## src/rtl/cbm2_pkg.sv

```systemverilog
// Shared types and timing constants for the CBM-II bus scheduler.
package cbm2_pkg;

    // Who currently owns the bus slot; IDLE means no access in flight.
    typedef enum logic [1:0] {
        IDLE = 2'd0,
        VID  = 2'd1,
        CPU  = 2'd2,
        COP  = 2'd3
    } bus_owner_t;

    localparam int DEF_CLK_DIV = 32;
    localparam int DEF_REQ_OFS = 1;
    localparam int HALF        = DEF_CLK_DIV / 2;
    localparam int LAST        = DEF_CLK_DIV - 1;

    // Slot boundary helpers for a given clk_sys-per-CPU-cycle divider.
    function automatic int half_of(input int div);
        return div / 2;
    endfunction

    function automatic int last_of(input int div);
        return div - 1;
    endfunction

endpackage

```

## src/rtl/cbm2_if.sv

```systemverilog
// Bus scheduler signal bundle. The host/bench side uses the master modport,
// the scheduler uses the slave modport.
//
// Handshake: ram_req is a 1-cycle start pulse issued only when the scheduler
// has no access outstanding; exactly one ram_ack pulse completes it. An ack
// seen with no access outstanding is ignored. The access stays "valid"
// (vidCycle/cpuCycle high) from the req cycle through the ack cycle inclusive.
interface cbm2_if;
    logic                  pause;
    logic                  model;
    logic                  vid_en;
    logic                  vic_ba;
    logic                  cop_req;
    logic                  ram_ack;
    logic                  phase;
    logic                  cpuCycle;
    logic                  vidCycle;
    logic                  ram_req;
    logic                  cpu_ce;
    logic                  cpu_rdy;
    logic                  cop_gnt;
    logic                  cop_ce;
    logic                  overrun;
    logic [7:0]            cnt_dbg;
    cbm2_pkg::bus_owner_t  owner_dbg;

    modport master (
        output pause, model, vid_en, vic_ba, cop_req, ram_ack,
        input  phase, cpuCycle, vidCycle, ram_req, cpu_ce, cpu_rdy,
        input  cop_gnt, cop_ce, overrun, cnt_dbg, owner_dbg
    );

    modport slave (
        input  pause, model, vid_en, vic_ba, cop_req, ram_ack,
        output phase, cpuCycle, vidCycle, ram_req, cpu_ce, cpu_rdy,
        output cop_gnt, cop_ce, overrun, cnt_dbg, owner_dbg
    );
endinterface

```

## src/rtl/cbm2_slot_timer.sv

```systemverilog
// CPU-cycle position counter: splits each CPU cycle into two slots and
// provides the strobes the owner FSM keys off. Holds at 0 for pause and at
// the last count while an access is still outstanding.
module cbm2_slot_timer
    import cbm2_pkg::*;
#(
    parameter int CLK_DIV = DEF_CLK_DIV,
    parameter int REQ_OFS = DEF_REQ_OFS
) (
    input  logic                       clk_i,
    input  logic                       rst_i,
    input  logic                       pause_i,
    input  logic                       hold_last_i,
    output logic [$clog2(CLK_DIV)-1:0] cnt_o,
    output logic                       phase_o,
    output logic                       last_o,
    output logic                       adv_o,
    output logic                       slot_now_o,
    output logic                       req_next_o,
    output logic                       req_phase_o
);
    localparam int CW = $clog2(CLK_DIV);
    localparam logic [CW-1:0] HALF_C = CW'(half_of(CLK_DIV));
    localparam logic [CW-1:0] LAST_C = CW'(last_of(CLK_DIV));
    localparam logic [CW-1:0] REQ0_C = CW'(REQ_OFS);
    localparam logic [CW-1:0] REQ1_C = CW'(half_of(CLK_DIV) + REQ_OFS);

    logic [CW-1:0] cnt_q, cnt_d;
    logic          phase_q;
    logic          adv;

    // Next count: advance modulo CLK_DIV unless paused at 0 or stretched at the end.
    always_comb begin
        adv = 1'b1;
        if (cnt_q == '0 && pause_i) adv = 1'b0;
        if (cnt_q == LAST_C && hold_last_i) adv = 1'b0;
        cnt_d = cnt_q;
        if (adv) cnt_d = (cnt_q == LAST_C) ? '0 : cnt_q + CW'(1);
    end

    // Counter and phase move together so phase never lags the count.
    always_ff @(posedge clk_i or posedge rst_i) begin
        if (rst_i) begin
            cnt_q   <= '0;
            phase_q <= 1'b0;
        end else begin
            cnt_q   <= cnt_d;
            phase_q <= (cnt_d >= HALF_C);
        end
    end

    assign cnt_o       = cnt_q;
    assign phase_o     = phase_q;
    assign last_o      = (cnt_q == LAST_C);
    assign adv_o       = adv;
    assign slot_now_o  = (cnt_q == '0) || (cnt_q == HALF_C);
    assign req_next_o  = adv && ((cnt_d == REQ0_C) || (cnt_d == REQ1_C));
    assign req_phase_o = (cnt_d >= HALF_C);
endmodule

```

## src/rtl/cbm2_bus_sched.sv

```systemverilog
// CBM-II shared bus scheduler: one video slot and one CPU/co-processor slot
// per CPU cycle, one RAM request per slot, clock enables and RDY stalls.
module cbm2_bus_sched
    import cbm2_pkg::*;
#(
    parameter int CLK_DIV = DEF_CLK_DIV,
    parameter int REQ_OFS = DEF_REQ_OFS
) (
    input  logic  clk_sys,
    input  logic  reset,
    cbm2_if.slave bus
);
    localparam int CW = $clog2(CLK_DIV);

    logic [CW-1:0] cnt;
    logic          phase, last, adv, slot_now, req_next, req_phase, hold_last;
    bus_owner_t    state_q, state_d, done_q, done_d, next_owner;
    logic          model_q, model_d, cop_gnt_q, cop_gnt_d, cpu_rdy_q, cpu_rdy_d;
    logic          overrun_q, overrun_d, stretch_q, stretch_d, ram_req_q, ram_req_d;
    logic          vid_cyc_q, cpu_cyc_q, steal, acked;

    // Stretch the cycle while any access is still waiting for its ack.
    assign hold_last = (state_q != IDLE) && !bus.ram_ack;

    cbm2_slot_timer #(.CLK_DIV(CLK_DIV), .REQ_OFS(REQ_OFS)) u_timer (
        .clk_i       (clk_sys),
        .rst_i       (reset),
        .pause_i     (bus.pause),
        .hold_last_i (hold_last),
        .cnt_o       (cnt),
        .phase_o     (phase),
        .last_o      (last),
        .adv_o       (adv),
        .slot_now_o  (slot_now),
        .req_next_o  (req_next),
        .req_phase_o (req_phase)
    );

    // Owner FSM, completion tracking, co-processor arbitration and RDY prediction.
    always_comb begin
        state_d    = state_q;
        done_d     = done_q;
        model_d    = model_q;
        cop_gnt_d  = cop_gnt_q;
        cpu_rdy_d  = cpu_rdy_q;
        overrun_d  = overrun_q;
        stretch_d  = stretch_q;
        ram_req_d  = 1'b0;
        next_owner = IDLE;
        steal      = !model_q && bus.vic_ba && bus.vid_en;
        acked      = (state_q != IDLE) && bus.ram_ack;

        // A model change only counts from a slot boundary onwards.
        if (slot_now) model_d = bus.model;

        if (req_phase) next_owner = steal ? VID : (cop_gnt_q ? COP : CPU);
        else           next_owner = bus.vid_en ? VID : IDLE;

        if (acked) begin
            state_d = IDLE;
            if (state_q == CPU || state_q == COP) done_d = state_q;
            if (stretch_q) overrun_d = 1'b1;
        end

        if ((state_q == IDLE || acked) && req_next && next_owner != IDLE) begin
            state_d   = next_owner;
            ram_req_d = 1'b1;
        end

        if (last && !adv) stretch_d = 1'b1;

        // End of CPU cycle: grant handover and RDY for the coming phase 1.
        if (last && adv) begin
            stretch_d = 1'b0;
            done_d    = IDLE;
            if (bus.cop_req && !cop_gnt_q)      cop_gnt_d = 1'b1;
            else if (!bus.cop_req && cop_gnt_q) cop_gnt_d = 1'b0;
            cpu_rdy_d = !((!bus.model && bus.vic_ba && bus.vid_en) || cop_gnt_d);
        end
    end

    // State and output registers.
    always_ff @(posedge clk_sys or posedge reset) begin
        if (reset) begin
            state_q   <= IDLE;
            done_q    <= IDLE;
            model_q   <= 1'b0;
            cop_gnt_q <= 1'b0;
            cpu_rdy_q <= 1'b1;
            overrun_q <= 1'b0;
            stretch_q <= 1'b0;
            ram_req_q <= 1'b0;
            vid_cyc_q <= 1'b0;
            cpu_cyc_q <= 1'b0;
        end else begin
            state_q   <= state_d;
            done_q    <= done_d;
            model_q   <= model_d;
            cop_gnt_q <= cop_gnt_d;
            cpu_rdy_q <= cpu_rdy_d;
            overrun_q <= overrun_d;
            stretch_q <= stretch_d;
            ram_req_q <= ram_req_d;
            vid_cyc_q <= (state_d == VID);
            cpu_cyc_q <= (state_d == CPU) || (state_d == COP);
        end
    end

    assign bus.phase     = phase;
    assign bus.vidCycle  = vid_cyc_q;
    assign bus.cpuCycle  = cpu_cyc_q;
    assign bus.ram_req   = ram_req_q;
    assign bus.cpu_rdy   = cpu_rdy_q;
    assign bus.cop_gnt   = cop_gnt_q;
    assign bus.overrun   = overrun_q;
    assign bus.cpu_ce    = last && ((done_q == CPU) || (state_q == CPU && bus.ram_ack));
    assign bus.cop_ce    = last && ((done_q == COP) || (state_q == COP && bus.ram_ack));
    assign bus.cnt_dbg   = 8'(cnt);
    assign bus.owner_dbg = state_q;
endmodule

```

## src/flat_wrapper.sv

```systemverilog
// flat-port wrapper written by rule: the top's interface ports become plain ports
module cbm2_bus_sched_flat import cbm2_pkg::*;
#(
    parameter int CLK_DIV = DEF_CLK_DIV,
    parameter int REQ_OFS = DEF_REQ_OFS
)
  (clk_sys, reset, bus_pause, bus_model, bus_vid_en, bus_vic_ba, bus_cop_req, bus_ram_ack, bus_phase, bus_cpuCycle, bus_vidCycle, bus_ram_req, bus_cpu_ce, bus_cpu_rdy, bus_cop_gnt, bus_cop_ce, bus_overrun, bus_cnt_dbg, bus_owner_dbg);
  cbm2_if bus_i ();
  input  logic clk_sys;
  input  logic reset;
  input wire logic [$bits(bus_i.pause)-1:0] bus_pause;
  input wire logic [$bits(bus_i.model)-1:0] bus_model;
  input wire logic [$bits(bus_i.vid_en)-1:0] bus_vid_en;
  input wire logic [$bits(bus_i.vic_ba)-1:0] bus_vic_ba;
  input wire logic [$bits(bus_i.cop_req)-1:0] bus_cop_req;
  input wire logic [$bits(bus_i.ram_ack)-1:0] bus_ram_ack;
  output wire logic [$bits(bus_i.phase)-1:0] bus_phase;
  output wire logic [$bits(bus_i.cpuCycle)-1:0] bus_cpuCycle;
  output wire logic [$bits(bus_i.vidCycle)-1:0] bus_vidCycle;
  output wire logic [$bits(bus_i.ram_req)-1:0] bus_ram_req;
  output wire logic [$bits(bus_i.cpu_ce)-1:0] bus_cpu_ce;
  output wire logic [$bits(bus_i.cpu_rdy)-1:0] bus_cpu_rdy;
  output wire logic [$bits(bus_i.cop_gnt)-1:0] bus_cop_gnt;
  output wire logic [$bits(bus_i.cop_ce)-1:0] bus_cop_ce;
  output wire logic [$bits(bus_i.overrun)-1:0] bus_overrun;
  output wire logic [$bits(bus_i.cnt_dbg)-1:0] bus_cnt_dbg;
  output wire logic [$bits(bus_i.owner_dbg)-1:0] bus_owner_dbg;
  assign bus_i.pause = bus_pause;
  assign bus_i.model = bus_model;
  assign bus_i.vid_en = bus_vid_en;
  assign bus_i.vic_ba = bus_vic_ba;
  assign bus_i.cop_req = bus_cop_req;
  assign bus_i.ram_ack = bus_ram_ack;
  assign bus_phase = bus_i.phase;
  assign bus_cpuCycle = bus_i.cpuCycle;
  assign bus_vidCycle = bus_i.vidCycle;
  assign bus_ram_req = bus_i.ram_req;
  assign bus_cpu_ce = bus_i.cpu_ce;
  assign bus_cpu_rdy = bus_i.cpu_rdy;
  assign bus_cop_gnt = bus_i.cop_gnt;
  assign bus_cop_ce = bus_i.cop_ce;
  assign bus_overrun = bus_i.overrun;
  assign bus_cnt_dbg = bus_i.cnt_dbg;
  assign bus_owner_dbg = bus_i.owner_dbg;
  cbm2_bus_sched #(.CLK_DIV(CLK_DIV), .REQ_OFS(REQ_OFS)) u_core (.clk_sys(clk_sys), .reset(reset), .bus(bus_i));
endmodule
```

## config.mk

```make
export PLATFORM = sky130hd
export DESIGN_NAME = cbm2_bus_sched_flat
export DESIGN_NICKNAME = d
export VERILOG_FILES = /design/src/rtl/cbm2_pkg.sv /design/src/rtl/cbm2_if.sv /design/src/rtl/cbm2_slot_timer.sv /design/src/rtl/cbm2_bus_sched.sv /design/src/flat_wrapper.sv
export SDC_FILE = /design/constraint.sdc
export NUM_CORES = 1
export LEC_CHECK = 0
export BUFFER_PORTS_ARGS = -buffer_cell sky130_fd_sc_hd__buf_2
export CAP_MARGIN = 10
export CORE_MARGIN = 1
export CORE_UTILIZATION = 35
export CTS_CLUSTER_DIAMETER = 100
export DETAILED_ROUTE_END_ITERATION = 10
export SYNTH_ARGS = -nofsm -noshare
export SYNTH_HDL_FRONTEND = slang
export SYNTH_SLANG_ARGS = --single-unit
```

## constraint.sdc

```tcl
create_clock -name clk_sys -period 2.3 [get_ports clk_sys]
set_input_delay 0.575 -clock clk_sys [delete_from_list [all_inputs] [get_ports clk_sys]]
set_output_delay 0.575 -clock clk_sys [all_outputs]
set_load 0.01 [all_outputs]
```

==> reports/results.tsv <==
metric	value	unit
status	finished clean	
grt_remaining_overflow	0	
grt_first_pass_wirelength	2920	µm
critPathRequiredTime	1730	ps
period_share	95.3	%
start_kind	flip-flop	
synthCells	86	
wl_per_cell	12.7	µm
layout.nets	127	
path_cells	ha_1 > and3_1 > ha_4 > inv_1 > a21oi_1 > buf_2	
die-area	2790	µm²
crit_type	reg -> out	
insertion_delay	290	ps
clk_pin_slew_worst_paths	100	ps
avgSynthCellArea	10.5	µm²
fin_setup_tns	0	ps
areaGrowthSynthToFinish	22.3	%
cp.arrival	1620	ps
cts.path.max_buffers	2	
total_power	1310	µW
cts_root_buf	clkbuf_4	
regArea	427	µm²
antenna_found_initial	0	
drt-pass1-iter-count	4	
skew	5.88	ps
switching_share	39.0	%
slew_viol_final	0	
cts_tree	built	
cts_htree_levels	1	
power.leakage	0.000559	µW
drc_errors	0	
timing.fmax	0.456	GHz
path_max_fanout	9	
vias	716	
pin_count	27	
multi_input_area	429	µm²
hold_violations	0	
wl	1840	µm
rsz0062_at_grt	no	
antenna_cells	0	
detail_route.iter0.violations	7	
grt_start_max_net_pins	18	
vdd_ir_drop_max	0.618	mV
seqPwrFrac	38.7	%
rows	18	
yosys_register_bits	17	
fin_crit	2190	ps
grt_pass1_vias	687	
synth_async_sr_flop_share	100	%
switchingPower	512	µW
numPortBuffers	23	
ys_types	39	
place_hpwl	1420	µm
drv_cap	0	
synth_warnings	0	
avgViaCountPerCell	4.94	
grtUsageTotal	14.7	%
syn_area	905	µm²
cp_num_buf_inv	2	
cts.sinks	17	
synth_ff_type	dfrtp_1	
clkPwrFrac	12.2	%
worst_pin_slew	669	ps
holdCritPathClass	in -> async	
gp_congestion	0.779	
core_area	2450	µm²
cts_buffers	3	
crit_family	flip-flops	
die_h	52.8	µm
seq_area_frac_synth	47.2	%
drive_gt1_share	34.8	%
p_comb_share	49.1	%
antenna_left	0	
start_util	36.9	%
die_w	52.8	µm
crit_path_end_kind	output port	
fillers	254	
synth_enable_flop_cells	0	
crit_slowest_cell	dfrtp_1	
finalSetupViolations	0	
internal_power	800	µW
p_per_area	1190	nW/µm²
slowest_delay	400	ps
slew_headroom	55.3	%
-- registers in the layout, summed over array words and instances, names as in the netlist --
name / flops
u_core.u_timer.cnt_o: 5
u_core.bus.owner_dbg: 2
u_core.done_q: 2
u_core.bus.cop_gnt: 1
u_core.bus.cpuCycle: 1
u_core.bus.cpu_rdy: 1
u_core.bus.overrun: 1
u_core.bus.ram_req: 1
u_core.bus.vidCycle: 1
u_core.model_q: 1
u_core.stretch_q: 1
-- logic make-up after synthesis --
kind of cell / Yosys count / share of synthesized area [%]
simple gates: 27 / 16.9
compound gates: 20 / 18.9
buf+inv: 14 / 7.61
flops: 17 / 47.2
mux: 4 / 4.84
other cells: 1 / 0.415
fa+ha+maj: 3 / 4.15
-- cell type report --
| type | count | share of cell area (%) |
|---|---|---|
| repair buffers | 28 | 13.8 |
| flip-flops and latches | 17 | 38.6 |
| multi-input cells | 57 | 38.8 |
| well taps | 30 | 3.39 |
| clock buffers | 4 | 2.38 |
| inverters | 9 | 3.05 |
-- power by group through the flow --
stage	combinational [µW]	sequential, µW	clock [µW]
6_report	644	507	160
5_1_grt	714	524	172
4_1_cts	625	509	163
3_5_place_dp	618	517	0
3_3_place_gp	614	511	0
2_1_floorplan	331	580	0
-- cell usage after synthesis (2+ instances only) --
cell | count | area share [%]
a21boi_1 | 2 | 1.7
a32o_1 | 2 | 2.2
buf_4 | 4 | 3.3
dfrtp_1 | 16 | 44
ha_1 | 3 | 4.1
inv_1 | 9 | 3.7
mux2_1 | 2 | 2.5
nand2_1 | 8 | 3.3
nand2b_1 | 2 | 1.4
nand3_1 | 4 | 2.2
nor2_1 | 3 | 1.2
o211ai_1 | 3 | 2.5
o31ai_1 | 2 | 1.7
-- layout by cell type (no fill, tap or decap), types with 2 or more instances in the layout --
master | netlist | layout
a32o_1 | 2 | 2
o31ai_1 | 2 | 2
inv_1 | 9 | 9
mux2_1 | 2 | 2
buf_4 | 4 | 5
nor2_1 | 3 | 3
clkbuf_4 | 0 | 3
nand3_1 | 4 | 4
buf_2 | 1 | 23
a21boi_1 | 2 | 2
o211ai_1 | 3 | 3
nand2b_1 | 2 | 2
conb_1 | 1 | 3
dfrtp_1 | 16 | 16
ha_1 | 3 | 2
nand2_1 | 8 | 8
-- through the flow --
stage | setup slack (ps) | std cells | utilization (%) | instance area (µm²) | hold slack [ps]
after CTS | 23.7 | 144 | 44.3 | 1090 | 379
after detailed placement | 105 | 140 | 43.2 | 1060 | 469
after global placement | 146 | 140 | 43.2 | 1060 | 444
after global routing | 30.3 | 145 | 45.1 | 1110 | 424
final | 107 | 145 | 45.1 | 1110 | 358
after floorplan | 120 | 88 | - | 912 | 451
-- metal layers --
metal	up-vias	wire [µm]	global-route usage [%]
met4	0	45	9.21
met5	-	0	0
met1	344	807	18.7
met2	15	937	23.2
met3	5	46	1.74
li1	352	-	-
-- worst paths after layout --
check                      slack [ps]  depth (start not counted)               startpoint                 endpoint
setup / recovery                  110                          6  u_core.u_timer.cnt_o[1]               bus_cop_ce
hold / removal                    360                          2                    reset  u_core.u_timer.cnt_o[4]
setup reg to reg                  150                          7  u_core.u_timer.cnt_o[1]      u_core.bus.vidCycle
hold reg to reg                   480                          2       u_core.bus.cpu_rdy       u_core.bus.cpu_rdy
max in group asynchronous        1510                          2                    reset       u_core.bus.overrun
min in group clk_sys              430                          2              bus_cop_req       u_core.bus.cpu_rdy
-- what timing repair did --
| action | in CTS | in global routing |
|---|---|---|
| resized for setup | 1 | 1 |
| setup endpoints to repair | 2 | 3 |
| setup buffers | 0 | 1 |
| hold buffers | 0 | 0 |
No activity file was read; power rests on OpenSTA's default activity.
